File: src/rtl/alu_op_sequencer.sv
// alu_op_sequencer: decodes ALU control into a registered op code and sequences multi-cycle MUL/DIV/REM ops
module alu_op_sequencer #(
  parameter int MUL_CYCLES = 4,
  parameter int DIV_CYCLES = 32,
  parameter int ENABLE_M = 1
) (
  input  logic       clk,
  input  logic       reset,
  input  logic       flush_i,
  input  logic       valid_i,
  output logic       ready_o,
  input  logic [6:0] funct7_i,
  input  logic [2:0] funct3_i,
  input  logic [2:0] alu_op_i,
  output logic [3:0] alu_operation_o,
  output logic       op_valid_o,
  output logic       busy_o,
  output logic       illegal_o
);
  typedef enum logic [1:0] {IDLE, BUSY, DONE} state_t;
  localparam logic [7:0] MUL_LOAD = 8'(MUL_CYCLES - 1);
  localparam logic [7:0] DIV_LOAD = 8'(DIV_CYCLES - 1);
  state_t state, state_n;
  logic [7:0] cnt, cnt_n;
  logic [3:0] op_q, op_n, base_op, dec_op;
  logic ill_q, ill_n, vld_q, vld_n, dec_ill, dec_multi, accept;
  always_comb begin
    case (funct3_i)
      3'b000: base_op = 4'b0000;
      3'b001: base_op = 4'b0101;
      3'b010: base_op = 4'b1000;
      3'b011: base_op = 4'b1001;
      3'b100: base_op = 4'b0011;
      3'b101: base_op = 4'b0110;
      3'b110: base_op = 4'b0001;
      default: base_op = 4'b0010;
    endcase
  end
  always_comb begin
    dec_op = 4'b0000;
    dec_ill = 1'b0;
    case (alu_op_i)
      3'b000:
        if (funct7_i == 7'b0000000) dec_op = base_op;
        else if (funct7_i == 7'b0100000 && funct3_i == 3'b000) dec_op = 4'b0100;
        else if (funct7_i == 7'b0100000 && funct3_i == 3'b101) dec_op = 4'b0111;
        else if (funct7_i == 7'b0000001 && ENABLE_M != 0)
          dec_op = !funct3_i[2] ? 4'b1100 : funct3_i[1] ? 4'b1110 : 4'b1101;
        else dec_ill = 1'b1;
      3'b001:
        if (funct3_i == 3'b101 && funct7_i == 7'b0100000) dec_op = 4'b0111;
        else if (funct3_i[1:0] == 2'b01 && funct7_i != 7'b0000000) dec_ill = 1'b1;
        else dec_op = base_op;
      3'b010, 3'b100: dec_op = 4'b0000;
      3'b011: dec_op = 4'b0100;
      default: dec_ill = 1'b1;
    endcase
  end
  assign dec_multi = dec_op[3:2] == 2'b11;
  assign ready_o = state != BUSY;
  assign busy_o = state == BUSY;
  assign accept = valid_i && ready_o && !flush_i;
  always_comb begin
    state_n = state;
    cnt_n = cnt;
    op_n = op_q;
    ill_n = ill_q;
    vld_n = 1'b0;
    if (flush_i) begin
      state_n = IDLE;
      cnt_n = 8'd0;
    end else if (accept) begin
      op_n = dec_op;
      ill_n = dec_ill;
      state_n = dec_multi ? BUSY : IDLE;
      cnt_n = !dec_multi ? cnt : dec_op == 4'b1100 ? MUL_LOAD : DIV_LOAD;
      vld_n = !dec_multi;
    end else if (state == BUSY) begin
      state_n = cnt == 8'd0 ? DONE : BUSY;
      cnt_n = cnt == 8'd0 ? 8'd0 : cnt - 8'd1;
      vld_n = cnt == 8'd0;
    end else if (state == DONE) begin
      state_n = IDLE;
    end
  end
  always_ff @(posedge clk or negedge reset) begin
    if (!reset) begin
      state <= IDLE;
      cnt <= 8'd0;
      op_q <= 4'b0000;
      ill_q <= 1'b0;
      vld_q <= 1'b0;
    end else begin
      state <= state_n;
      cnt <= cnt_n;
      op_q <= op_n;
      ill_q <= ill_n;
      vld_q <= vld_n;
    end
  end
  assign alu_operation_o = op_q;
  assign illegal_o = ill_q;
  assign op_valid_o = vld_q;
endmodule

File: config.mk
export PLATFORM = sky130hd
export DESIGN_NAME = alu_op_sequencer
export DESIGN_NICKNAME = d
export VERILOG_FILES = /design/src/rtl/alu_op_sequencer.sv
export SDC_FILE = /design/constraint.sdc
export NUM_CORES = 1
export LEC_CHECK = 0
export CAP_MARGIN = 20
export CORE_UTILIZATION = 45
export DETAILED_ROUTE_END_ITERATION = 10
export PLACE_DENSITY = 0.74
export SYNTH_ARGS = -nofsm -noshare
export SYNTH_HDL_FRONTEND = slang
export SYNTH_SLANG_ARGS = --single-unit
File: constraint.sdc
create_clock -name clk -period 5.4 [get_ports clk]
set_input_delay 1.08 -clock clk [delete_from_list [all_inputs] [get_ports clk]]
set_output_delay 1.08 -clock clk [all_outputs]
set_load 0.05 [all_outputs]
==> impl_metrics.py <==
metrics = {
    "run_status": {
        "outcome": "finished, final reports clean",
    },
    "finish": {
        "regArea_um2": 400,
        "multi_input_area_um2": 709,
        "nFillCells": 213,
        "nets": 178,
        "mostFrequentLayoutCell": "clkdlybuf4s50_1",
        "fin_util": 0.626,
        "n_antenna_cell": 0,
        "syn_to_final_growth_pct": 25.7,
        "drive_above_1_share": 0.101,
        "stdcell_count": 186,
        "mostFrequentLayoutCells": "clkdlybuf4s50_1, dfrtp_1, nor3_1, nand2_1, o21ai_0",
    },
    "synthesis": {
        "syn_inst": 134,
        "postSynthAreaPerCell_um2": 8.62,
        "yosysSeqAreaShare": 0.347,
        "synth-seq-cells": 16,
        "yosysWarnings": 0,
        "syn_nets": 153,
        "yosysUniqueCellTypes": 41,
        "syn_area_um2": 1150,
    },
    "clock_tree": {
        "clock_latency_ps": 280,
        "cts_buffers": 3,
        "htree_levels": 1,
        "clk_pin_slew_worst_paths_ps": 90,
        "cts_resized": 0,
        "root_buffer": "clkbuf_4",
        "clkSinkCount": 16,
        "post-cts-setup-buffers": 0,
        "cts_hold_buffers": 0,
        "cts_tree": "done",
        "cts_max_path_buffers": 2,
    },
    "timing": {
        "fin_crit_sh": 0.577,
        "fin_skew_ps": 2.61,
        "max_slew.worst_pin.slew_ps": 696,
        "hold_viol": 0,
        "layout_setup_ws_ps": 2280,
        "slew_headroom": 0.534,
        "maxSlewViolCount": 0,
        "setup_viol": 0,
        "tns_ps": 0,
        "rsz0062_at_grt": "false",
        "max_freq_mhz": 321,
        "post-route-min-period_ps": 3120,
    },
    "floorplan": {
        "dieArea_um2": 2770,
        "placeableCoreArea_um2": 2320,
        "ios": 25,
        "die_h_um": 52.7,
        "fp-row-count": 17,
        "die-width_um": 52.7,
        "start_util": 0.498,
    },
    "power_and_ir_drop": {
        "p_total_w": 0.000352,
        "vdd_ir_drop_max_mv": 0.232,
        "p_leak_nw": 0.612,
        "power_density_nw_per_um2": 242,
    },
    "global_routing": {
        "grt_pass1_wl_um": 4600,
        "grt_pass1_vias": 1049,
        "antenna_found_initial": 0,
        "grt_overflow_total": 0,
        "grt_max_degree": 17,
        "gr-usage-all-layers": 0.226,
    },
    "setup_path": {
        "worst_ep_arrival_time_ps": 2040,
        "critPathRequiredTime_ps": 4320,
        "cp_top_family": "buffers and inverters",
        "cpMaxStageDelayCell": "clkdlybuf4s50_1",
        "critPathLaunchType": "flip-flop",
        "cp_max_fo": 6,
        "cp_cell_sequence": "or2b_2 -> inv_1 -> clkdlybuf4s50_1",
        "critPathKind": "flip-flop to output pin",
        "crit_buf_inv": 2,
        "end_kind": "output pin",
        "slowest_delay_ps": 830,
    },
    "drt": {
        "drc": 0,
        "drt_iter0_drc": 49,
        "drtAntennaViolNets": 0,
        "drt-pass1-iter-count": 4,
        "wl_per_cell_um": 14.2,
        "wirelength_um": 2640,
        "via_per_inst": 6.16,
        "via_count": 1145,
    },
    "placement": {
        "port_buffers": 24,
        "place_ws_ps": 2110,
        "placedCellCount": 182,
        "dp_hpwl_um": 2090,
        "gp_congestion": 0.909,
    },
    "run": {
        "max-cap-violations": 0,
    },
    "min_path": {
        "hold_class": "flip-flop to flip-flop",
    },
}
-- registers in the layout, indices dropped and copies added (netlist names) --
name             cells
cnt                  8
alu_operation_o      4
state                2
illegal_o            1
op_valid_o           1
-- worst reg2reg max path, delay by kind of cell (launching register included) --
kind                   cells  cell delay, ps
and+or+nand+nor            4            1010
AOI/OAI and AO/OA          2             540
DFF                        1             400
buffers and inverters      1             110
-- layer usage --
| metal | vias to the layer above | GRT usage | wire length (um) |
|---|---|---|---|
| met4 | 0 | 0.0351 | 14 |
| li1 | 562 | - | - |
| met2 | 61 | 0.359 | 1220 |
| met5 | - | 0 | 0 |
| met1 | 520 | 0.308 | 1190 |
| met3 | 2 | 0.0638 | 212 |
-- cell type report --
cell class,count,area share
clock buffer,4,0.0250
inverter,8,0.0207
multi-input combinational,106,0.489
sequential,16,0.276
tap,28,0.0241
timing repair buffer,24,0.166
-- Yosys cell counts --
master / number / area share
and3_1: 2 / 0.011
a21o_1: 1 / 0.0065
or3_1: 2 / 0.011
a221o_1: 1 / 0.0087
nand4_1: 1 / 0.0054
o31ai_1: 4 / 0.026
nand2_1: 13 / 0.042
or4_4: 1 / 0.0098
o2bb2ai_1: 3 / 0.023
o2111a_1: 1 / 0.0098
o41ai_2: 1 / 0.014
nor2_8: 1 / 0.017
ha_1: 2 / 0.022
dfrtp_1: 16 / 0.35
clkbuf_1: 4 / 0.013
o21ai_0: 10 / 0.043
and2_1: 2 / 0.011
nand4_2: 1 / 0.011
nor3_1: 15 / 0.065
mux2_2: 4 / 0.039
a311oi_1: 1 / 0.0076
o211ai_1: 1 / 0.0065
a31oi_1: 4 / 0.022
or2_2: 1 / 0.0054
a2111oi_4: 1 / 0.024
o22ai_1: 1 / 0.0054
a221oi_1: 1 / 0.0076
nor2b_1: 4 / 0.022
nand2b_1: 1 / 0.0054
nand2_2: 1 / 0.0054
nand3b_1: 3 / 0.020
a32oi_1: 1 / 0.0076
nor4b_1: 1 / 0.0076
a22oi_1: 1 / 0.0065
o41ai_1: 1 / 0.0076
a211oi_1: 1 / 0.0065
nor3b_1: 2 / 0.013
inv_1: 8 / 0.026
a21oi_1: 7 / 0.030
nor2_1: 7 / 0.023
or2b_2: 1 / 0.0076
-- path summary, 6_finish.rpt --
check / endpoint / slack (ps) / from / depth (start not counted)
max: busy_o / 2280 / state[1] / 3
min in group asynchronous: alu_operation_o[1] / 1210 / reset / 1
max reg2reg: cnt[3] / 3220 / state[0] / 7
min reg2reg: alu_operation_o[0] / 490 / alu_operation_o[0] / 2
min: alu_operation_o[0] / 490 / alu_operation_o[0] / 2
max in group asynchronous: alu_operation_o[0] / 3750 / reset / 1
-- cell families after synthesis --
kind of cell / count (synthesis) / share of synthesized area
buffers and inverters: 12 / 0.0390
multiplexers: 4 / 0.0390
flip-flops: 16 / 0.347
adder cells (fa/ha/maj): 2 / 0.0217
AO/OA/AOI/OAI: 41 / 0.262
AND/OR/NAND/NOR: 59 / 0.291
-- per-stage QoR --
step,instance area [um2],hold WS [ps]
after floorplan,1150,501
after global placement,1420,465
after detailed placement,1420,460
after CTS,1450,495
after global routing,1450,508
final,1450,491
-- power by group --
group,switching [W],internal (W),total [W]
clock,0.0000364,0.0000410,0.0000774
combinational,0.0000802,0.0000539,0.000134
sequential,0.00000931,0.000131,0.000140
(Power assumes the default switching activity.)
